## src/rtl/shift_4b_rx_if.sv

```systemverilog
// Bundles the shift_4b_rx serial input, word output handshake and status outputs.
// Valid/ready: a word moves only on a rising clk edge where out_valid && out_ready are both high.
interface shift_4b_rx_if #(
   parameter int WIDTH = 4
);
   localparam int CW = $clog2(WIDTH);

   logic             start;
   logic             in_valid;
   logic             in_bit;
   logic             out_ready;
   logic [WIDTH-1:0] out_data;
   logic             out_valid;
   logic [CW-1:0]    bit_count;
   logic             overflow;
   logic             buf_state_dbg;

   modport master (
      output start, in_valid, in_bit, out_ready,
      input  out_data, out_valid, bit_count, overflow, buf_state_dbg
   );

   modport slave (
      input  start, in_valid, in_bit, out_ready,
      output out_data, out_valid, bit_count, overflow, buf_state_dbg
   );
endinterface

```

## src/rtl/shift_4b_rx.sv

```systemverilog
// Serial-to-parallel deserializer: collects WIDTH bits into a word and holds it
// in a one-entry output buffer drained by a valid/ready consumer.
module shift_4b_rx #(
   parameter int WIDTH     = 4,
   parameter int MSB_FIRST = 1
) (
   input logic          clk,
   input logic          rst,
   shift_4b_rx_if.slave bus
);
   localparam int CW = $clog2(WIDTH);
   localparam logic [CW-1:0] LAST = CW'(WIDTH - 1);

   typedef enum logic {
      EMPTY = 1'b0,
      FULL  = 1'b1
   } buf_state_t;

   buf_state_t       state, state_next;
   logic [WIDTH-1:0] sr, sr_next, sr_base, word;
   logic [CW-1:0]    cnt, cnt_next, cnt_base;
   logic [WIDTH-1:0] data, data_next;
   logic             ovf, ovf_next;
   logic             complete;

   always_ff @(posedge clk) begin
      if (rst) begin
         state <= EMPTY;
         sr    <= '0;
         cnt   <= '0;
         data  <= '0;
         ovf   <= 1'b0;
      end else begin
         state <= state_next;
         sr    <= sr_next;
         cnt   <= cnt_next;
         data  <= data_next;
         ovf   <= ovf_next;
      end
   end

   // start resyncs the collector first, so a bit arriving with it is bit 0 of a fresh word.
   always_comb begin
      sr_base  = bus.start ? '0 : sr;
      cnt_base = bus.start ? '0 : cnt;
      if (MSB_FIRST != 0) word = {sr_base[WIDTH-2:0], bus.in_bit};
      else                word = {bus.in_bit, sr_base[WIDTH-1:1]};
      complete = bus.in_valid && (cnt_base == LAST);

      sr_next  = sr_base;
      cnt_next = cnt_base;
      if (bus.in_valid) begin
         if (complete) begin
            sr_next  = '0;
            cnt_next = '0;
         end else begin
            sr_next  = word;
            cnt_next = cnt_base + 1'b1;
         end
      end
   end

   // Output buffer: a word completing while the old one is consumed replaces it;
   // a word completing against a stalled consumer is dropped and flagged.
   always_comb begin
      state_next = state;
      data_next  = data;
      ovf_next   = ovf;
      unique case (state)
         EMPTY: begin
            if (complete) begin
               state_next = FULL;
               data_next  = word;
            end
         end
         FULL: begin
            if (bus.out_ready) begin
               if (complete) data_next = word;
               else          state_next = EMPTY;
            end else if (complete) begin
               ovf_next = 1'b1;
            end
         end
         default: state_next = EMPTY;
      endcase
   end

   assign bus.out_data      = data;
   assign bus.out_valid     = (state == FULL);
   assign bus.bit_count     = cnt;
   assign bus.overflow      = ovf;
   assign bus.buf_state_dbg = state;
endmodule

```

## src/flat_wrapper.sv

```systemverilog
// flat-port wrapper written by rule: the top's interface ports become plain ports
module shift_4b_rx_flat 
#(
   parameter int WIDTH     = 4,
   parameter int MSB_FIRST = 1
)
  (clk, rst, bus_start, bus_in_valid, bus_in_bit, bus_out_ready, bus_out_data, bus_out_valid, bus_bit_count, bus_overflow, bus_buf_state_dbg);
  shift_4b_rx_if #(.WIDTH(WIDTH)) bus_i ();
  input logic clk;
  input logic rst;
  input wire logic [$bits(bus_i.start)-1:0] bus_start;
  input wire logic [$bits(bus_i.in_valid)-1:0] bus_in_valid;
  input wire logic [$bits(bus_i.in_bit)-1:0] bus_in_bit;
  input wire logic [$bits(bus_i.out_ready)-1:0] bus_out_ready;
  output wire logic [$bits(bus_i.out_data)-1:0] bus_out_data;
  output wire logic [$bits(bus_i.out_valid)-1:0] bus_out_valid;
  output wire logic [$bits(bus_i.bit_count)-1:0] bus_bit_count;
  output wire logic [$bits(bus_i.overflow)-1:0] bus_overflow;
  output wire logic [$bits(bus_i.buf_state_dbg)-1:0] bus_buf_state_dbg;
  assign bus_i.start = bus_start;
  assign bus_i.in_valid = bus_in_valid;
  assign bus_i.in_bit = bus_in_bit;
  assign bus_i.out_ready = bus_out_ready;
  assign bus_out_data = bus_i.out_data;
  assign bus_out_valid = bus_i.out_valid;
  assign bus_bit_count = bus_i.bit_count;
  assign bus_overflow = bus_i.overflow;
  assign bus_buf_state_dbg = bus_i.buf_state_dbg;
  shift_4b_rx #(.WIDTH(WIDTH), .MSB_FIRST(MSB_FIRST)) u_core (.clk(clk), .rst(rst), .bus(bus_i));
endmodule
```

## config.mk

```make
export PLATFORM = sky130hd
export DESIGN_NAME = shift_4b_rx_flat
export DESIGN_NICKNAME = d
export VERILOG_FILES = /design/src/rtl/shift_4b_rx_if.sv /design/src/rtl/shift_4b_rx.sv /design/src/flat_wrapper.sv
export SDC_FILE = /design/constraint.sdc
export NUM_CORES = 1
export LEC_CHECK = 0
export CELL_PAD_IN_SITES_DETAIL_PLACEMENT = 0
export CELL_PAD_IN_SITES_GLOBAL_PLACEMENT = 1
export CORE_MARGIN = 3
export CORE_UTILIZATION = 33
export CTS_CLUSTER_DIAMETER = 40
export DETAILED_ROUTE_END_ITERATION = 6
export GPL_TIMING_DRIVEN = 0
export PLACE_DENSITY_LB_ADDON = 0.1
export SLEW_MARGIN = 20
export SYNTH_ARGS = -nofsm -noshare
export SYNTH_HDL_FRONTEND = slang
export SYNTH_SLANG_ARGS = --single-unit
```

## constraint.sdc

```tcl
create_clock -name clk -period 2.5 [get_ports clk]
set_input_delay 0.25 -clock clk [delete_from_list [all_inputs] [get_ports clk]]
set_output_delay 0.25 -clock clk [all_outputs]
set_load 0.005 [all_outputs]
```

==> metrics, run 1 <==
status=finished clean; drt wl/cell=12.7 um; crit-path max FO=8; CTS clk-pin slew, worst paths=0.07 ns; synth warn=0; top cells by count, synth=dfxtp_1, a21oi_1, nand2_1, o21ai_0; synthesized area=462 sq um; DRT iter0 DRCs=3; CP endpoint=u_core.bus.out_data[2]; Yosys reg bits=11; Antenna Violating Nets Remaining=0; final hold slack=0.316 ns; start point of the critical path=bus_start; area leader, netlist=dfxtp_1; drt pass-1 iters=4; Clock Latency Late Sink=0.27 ns; syn_nets=58; # nets final=76; ant diodes=0; Worst-Margin Slew=0.476 ns; worst slack, placed=0.221 ns; antenna violations before repair=0; Reg2Reg Setup Slack=0.73 ns; worst setup margin=0.508 ns; Final Cycle Share=0.797; CP Capture Type=flop; Synth Instances=51; Final Hold Vio Count=0; largest net degree at the start of global routing=11; Root Driver=clkbuf_4; Period minus WS final=1.99 ns; Pleak=0.224 nW; starting density of the core=0.384; share of cells above drive strength 1=0.103; die height=43.4 um; unrepaired setup endpoints after global routing=no; Vias=412; FF-to-FF End=u_core.bus.out_data[2]; H-tree depth=1; met3 routed WL=75 um; Async SR Flop Fraction=0; Power Dens Cells=522 nW/um^2; wl on met1=463 um; maximum vdd drop=0.000280 V; routability cong.=0.681; sequential cell area fraction in the yosys report=0.477; grt total ovfl=0; Setup TNS=0 ns; FF-to-FF path depth=5; first-pass GRT wire length=1.70 mm; vias in the first global route=384; Yosys top cell area share=0.477; R2R Path Start=u_core.bus.bit_count[0]; CTS Hold Bufs=0; row cnt=12; Chip Width=43.4 um; Slew Viols, Final=0; via/cell ratio=5.02; Cell variety after synth=21; top post-synthesis cells by area=dfxtp_1, a21oi_1, o21ai_0; final setup skew=0.00504 ns; clock buffer depth=2; CORE AREA=1200 sq um; IO Pins=15; gr usage total=0.126; wire length on met2=502 um; Sink Count=11; CP required=2.70 ns; fmax=0.502 GHz; Top Metal Used=met3; final wirelength=1.04 mm; Max Cap Viol=0; critical path class=in2reg; post-CTS setup buffers=0; Area Growth Syn to Fin=37.7%; Startpoint Class=primary input; number of synthesized flops with an enable pin=0; port buffer count=13; arrival time worst endpoint=2.20 ns; CTS tree=done; CTS resizes=0; max_slew headroom=0.683; DRC violations left=0; CTS Buf Count=3; HPWL after DPL=685 um; syn avg cell area=9.05 sq um; die area=1880 sq um; Post-synth top flop=dfxtp_1; Tightest Hold Check Type=in2reg; Final setup viols=0; count leader, synth=dfxtp_1
-- flip-flops by register name, summed over array words and instances (netlist names) --
| name | count |
|---|---|
| u_core.bus.bit_count | 2 |
| u_core.bus.buf_state_dbg | 1 |
| u_core.bus.out_data | 4 |
| u_core.bus.overflow | 1 |
| u_core.sr | 3 |
-- worst min path at each step --
stage | endpoint | startpoint | slack (ns) | cells after the start
after global placement | u_core.bus.overflow | u_core.bus.overflow | 0.46 | 2
after CTS | u_core.bus.out_data[0] | bus_in_valid | 0.32 | 3
after global routing | u_core.bus.out_data[0] | bus_in_valid | 0.31 | 3
final | u_core.bus.out_data[0] | bus_in_valid | 0.32 | 3
after detailed placement | u_core.bus.overflow | u_core.bus.overflow | 0.46 | 2
after floorplan | u_core.sr[2] | rst | 0.33 | 1
-- logic make-up after synthesis --
group,share of synthesized area
compound gates,0.184
xor+xnor,0.0190
fa+ha+maj,0.0271
buf+inv,0.0569
flops,0.477
simple gates,0.236
-- layout by cell type, fill, tap and decap left out --
cell type        netlist  layout
clkdlybuf4s50_1        0      13
dfxtp_1               11      11
a21oi_1                6       6
nand2_1                4       4
o21ai_0                4       4
nor2b_1                3       3
nor2_1                 3       3
clkbuf_4               0       3
clkbuf_1               1       2
buf_4                  2       2
inv_1                  2       2
a2bb2oi_1              2       2
nor3_1                 2       2
or4b_1                 2       2
a31oi_1                1       1
xnor2_1                1       1
nand2_2                1       1
nand2b_1               1       1
nand3b_1               1       1
o32a_2                 1       1
or4_1                  1       1
nand4_1                1       1
ha_1                   1       1
-- cell type report --
type,count,area [sq um]
Sequential cell,11,220
Multi-Input combinational cell,35,215
Tap cell,14,17.5
Fill cell,121,566
Inverter,2,7.51
Buffer,3,18.8
Timing Repair Buffer,13,130
Clock buffer,4,26.3
-- through the flow --
stage          power, W  utilization  area (sq um)  cells
2_1_floorplan  0.000197            -           462     51
3_3_place_gp   0.000211        0.507           609     78
3_5_place_dp   0.000211        0.507           609     78
4_1_cts        0.000333        0.529           636     82
5_1_grt        0.000349        0.529           636     82
6_report       0.000332        0.529           636     82
-- layer usage --
layer	global-route usage	up-vias
li1	-	212
met1	0.138	187
met2	0.201	13
met3	0.0788	0
met4	0.0361	0
met5	0	-
-- power breakdown --
part	switching (W)	total (W)	internal, W	leakage (nW)
clock network	0.0000626	0.000124	0.0000619	0.0150
logic	0.0000132	0.0000282	0.0000150	0.119
registers	0.00000128	0.000179	0.000178	0.0891
-- critical path: stages --
cell	delay, ns
clkdlybuf4s50_1	0.53
nor2b_1	0.24
ha_1	0.35
nand2_2	0.15
or4b_1	0.52
a21oi_1	0.16
(Power assumes the default switching activity.)
==> run 2: changes to the inputs <==
Settings changed: CORE_UTILIZATION 33 to 27.
Clock period 2.5 ns to 1.7 ns, I/O delays scaled along.
==> metrics, run 2 (synthesis gave the netlist of run 1 again) <==
status=finished clean; gr usage total=0.113; CORE AREA=1560 sq um; Worst-Margin Slew=0.493 ns; critical path class=reg2reg; Placed Cells=80; vias in the first global route=382; # nets final=77; die height=47.4 um; crit-path max FO=8; CTS clk-pin slew, worst paths=0.08 ns; share of cells above drive strength 1=0.159; CP Capture Type=flop; IO Pins=15; HPWL after DPL=698 um; largest net degree at the start of global routing=11; drt wl/cell=12.4 um; max_slew headroom=0.671; Vias=414; port buffer count=13; Final Cycle Share=0.904; footprint of the multi-input gates=243 sq um; final wirelength=1.05 mm; DRC violations left=0; Chip Width=47.4 um; DRT iter0 DRCs=6; row cnt=14; Filler Cells Inserted=165; sequential standard cell area=220 sq um; unrepaired setup endpoints after global routing=no; Tightest Hold Check Type=in2reg; arrival time worst endpoint=1.74 ns; Largest register FFs=4; antenna violations before repair=0; Pleak=0.231 nW; Final Hold Vio Count=0; fmax=0.651 GHz; Root Driver=clkbuf_4; most common cell after layout, fill and taps aside=clkdlybuf4s50_1; CP required=1.90 ns; die area=2240 sq um; final setup skew=0.00668 ns; Startpoint Class=flop; dpl cell area=612 sq um; H-tree depth=1; Sink Count=11; ant diodes=0; CTS Buf Count=3; starting density of the core=0.296; Antenna Violating Nets Remaining=0; Power Dens Cells=724 nW/um^2; Slew Viols, Final=0; highest-count cells in the layout ignoring fill and taps=clkdlybuf4s50_1, dfxtp_1, a21oi_1; fin area=672 sq um; grt total ovfl=0; clock buffer depth=2; Clock Latency Late Sink=0.26 ns; drt pass-1 iters=4; Max Cap Viol=0; maximum vdd drop=0.000328 V; CTS tree=done; Period minus WS final=1.54 ns; Power Total=0.000486 W; routability cong.=0.638; fin cells=85; Area Growth Syn to Fin=45.5%; first-pass GRT wire length=1.75 mm; Final setup viols=0; via/cell ratio=4.87
## run 2: layer usage
layer | GRT usage | share of wire | vias up
li1 | - | - | 217
met1 | 0.152 | 0.50 | 182
met2 | 0.166 | 0.42 | 15
met3 | 0.0345 | 0.073 | 0
met4 | 0.0497 | 0 | 0
met5 | 0 | 0 | -
## run 2: final timing paths
kind | from | to | slack, ns | cells past startpoint
worst max register to register | u_core.bus.bit_count[1] | u_core.bus.out_data[2] | 0.16 | 5
worst min register to register | u_core.bus.overflow | u_core.bus.overflow | 0.47 | 2
worst max-delay path | u_core.bus.bit_count[1] | u_core.bus.out_data[2] | 0.16 | 5
worst min-delay path | bus_in_valid | u_core.bus.bit_count[0] | 0.24 | 3
## run 2: where the power goes
| group | internal (W) | switching [W] | total (W) |
|---|---|---|---|
| clock network | 0.0000906 | 0.0000867 | 0.000177 |
| logic | 0.0000240 | 0.0000212 | 0.0000452 |
| registers | 0.000262 | 0.00000212 | 0.000264 |
| total | 0.000376 | 0.000110 | 0.000486 |
## run 2: cell type report
| cell class | count | area share |
|---|---|---|
| Multi-Input combinational cell | 35 | 0.361 |
| Tap cell | 16 | 0.0298 |
| Inverter | 2 | 0.0112 |
| Buffer | 3 | 0.0279 |
| Clock buffer | 4 | 0.0391 |
| Timing Repair Buffer | 14 | 0.203 |
| Sequential cell | 11 | 0.328 |
## run 2: metrics by stage
step / utilization / worst slack [ns] / hold WS (ns) / TNS (ns)
floorplan: - / 0.110 / 0.247 / 0
global placement: 0.392 / -0.503 / 0.454 / -1.61
detailed placement: 0.392 / -0.531 / 0.456 / -1.74
CTS: 0.412 / 0.0549 / 0.237 / 0
global route: 0.431 / 0.0139 / 0.255 / 0
finish: 0.431 / 0.163 / 0.239 / 0
## run 2: critical path, cell delays in order (launching register included)
cell	delay, ns
dfxtp_1	0.34
nor2b_4	0.18
ha_4	0.17
nand2_2	0.11
or4b_1	0.52
a21oi_1	0.14
## run 2: timing repair
item,CTS,global route
gates resized for setup,3,4
setup endpoints to repair,3,3
pin swaps,0,1
hold buffers,0,0
buffers inserted,0,1
==> run 3: changes to the inputs <==
Settings changed: CORE_MARGIN 3 to not set, CORE_UTILIZATION 27 to 30.
Clock period 1.7 ns to 1.65 ns, I/O delays scaled along.
==> metrics, run 3 (synthesis gave the netlist of run 1 again) <==
CTS clk-pin slew, worst paths=0.07 ns; arrival time worst endpoint=1.74 ns; Chip Width=41.2 um; status=finished clean; Worst-Margin Slew=0.434 ns; CORE AREA=1370 sq um; DRC violations left=0; Max Cap Viol=0; # nets final=78; FF-to-FF path depth=5; CTS Buf Count=3; slowest stage delay, CP=0.53 ns; share of cells above drive strength 1=0.171; row cnt=13; Final setup viols=0; largest net degree at the start of global routing=11; max_slew headroom=0.710; drt wl/cell=11.9 um; Tightest Hold Check Type=in2reg; Final Hold Vio Count=0; Core Util, Final=0.496; ant diodes=0; Seq pwr share=0.545; most common cell after layout, fill and taps aside=clkdlybuf4s50_1; final setup skew=0.00143 ns; Final Cycle Share=0.941; maximum vdd drop=0.000394 V; Clock Latency Late Sink=0.26 ns; final hold slack=0.240 ns; CTS tree=done; H-tree depth=1; clock buffer depth=2; unrepaired setup endpoints after global routing=no; Antenna Violating Nets Remaining=0; critical path class=reg2reg; Net Sw Frac=0.223; sw power=0.000111 W; Period minus WS final=1.55 ns; via/cell ratio=4.92; Stages on worst setup path=5; die area=1700 sq um; IO Pins=15; Pleak=0.236 nW; critical path cell sequence=nor2b_4, ha_4, nand2_2, or4b_1, a21oi_1; worst path bufs/invs=0; Placed Cells=79; CP top delay family=simple AND/OR/NAND/NOR gates; Root Driver=clkbuf_4; highest-count cells in the layout ignoring fill and taps=clkdlybuf4s50_1, dfxtp_1, a21oi_1; grt total ovfl=0; Startpoint Class=flop; Area Growth Syn to Fin=46.9%; vias in the first global route=364; Slew Viols, Final=0; CP Capture Type=flop; routability cong.=0.628; fin cells=85; antenna violations before repair=0; HPWL after DPL=719 um; Comb power frac=0.092; Int Pwr=0.000388 W; Power Dens Cells=735 nW/um^2; gr usage total=0.144; starting density of the core=0.338; crit-path max FO=8; Largest register FFs=4; first-pass GRT wire length=1.53 mm; CP max stage cell=or4b_1; DRT iter0 DRCs=4; Sink Count=11; Clk pwr share=0.363; drt pass-1 iters=2; die height=41.2 um; final wirelength=1.01 mm; cell depth of the worst hold path=3; Vias=418; port buffer count=13; fmax=0.644 GHz; CP required=1.84 ns
==> run 3: final cells by class <==
class	count	area [sq um]
fillers	149	688
well taps	15	18.8
inverters	2	7.51
flip-flops and latches	11	220
multi-input cells	35	243
repair buffers	15	144
clock buffers	4	26.3
plain buffers	3	18.8
==> run 3: power by group through the flow <==
stage                     combinational [W]  sequential (W)  clock (W)
after floorplan                   0.0000201        0.000278          0
after CTS                         0.0000456        0.000272   0.000188
after global placement            0.0000425        0.000278          0
final                             0.0000459        0.000272   0.000181
after detailed placement          0.0000428        0.000278          0
after global routing              0.0000513        0.000272   0.000200
==> run 3: layer usage <==
metal / global-route usage / vias up / share of wire
met5: 0 / - / 0
met4: 0.0726 / 0 / 0
met1: 0.174 / 186 / 0.51
met3: 0.0652 / 0 / 0.046
met2: 0.215 / 13 / 0.44
li1: - / 219 / -
==> run 3: per-stage QoR <==
step	cell area [sq um]	setup slack (ns)	setup TNS [ns]	power, W
floorplan	462	0.0600	0	0.000298
detailed placement	611	-0.620	-2.12	0.000320
finish	678	0.0969	0	0.000499
global placement	611	-0.556	-1.91	0.000320
CTS	658	0.0149	0	0.000505
global route	678	0.0141	0	0.000524
==> run 3: worst paths after layout <==
check / from / slack (ns) / to
max: u_core.bus.bit_count[0] / 0.1 / u_core.bus.out_data[2]
min: bus_in_valid / 0.24 / u_core.bus.bit_count[0]
max reg2reg: u_core.bus.bit_count[0] / 0.1 / u_core.bus.out_data[2]
min reg2reg: u_core.bus.overflow / 0.48 / u_core.bus.overflow
==> run 3: timing repair <==
item                       CTS  global route
hold buffers                 0             0
setup buffers                0             2
gates resized for setup      6             1
setup endpoints to repair    3             1
pin swaps                    1             1
==> run 3: tightest hold or removal path, stage by stage <==
cell     delay [ns]
buf_4          0.15
xnor2_1        0.08
nor2_1         0.07
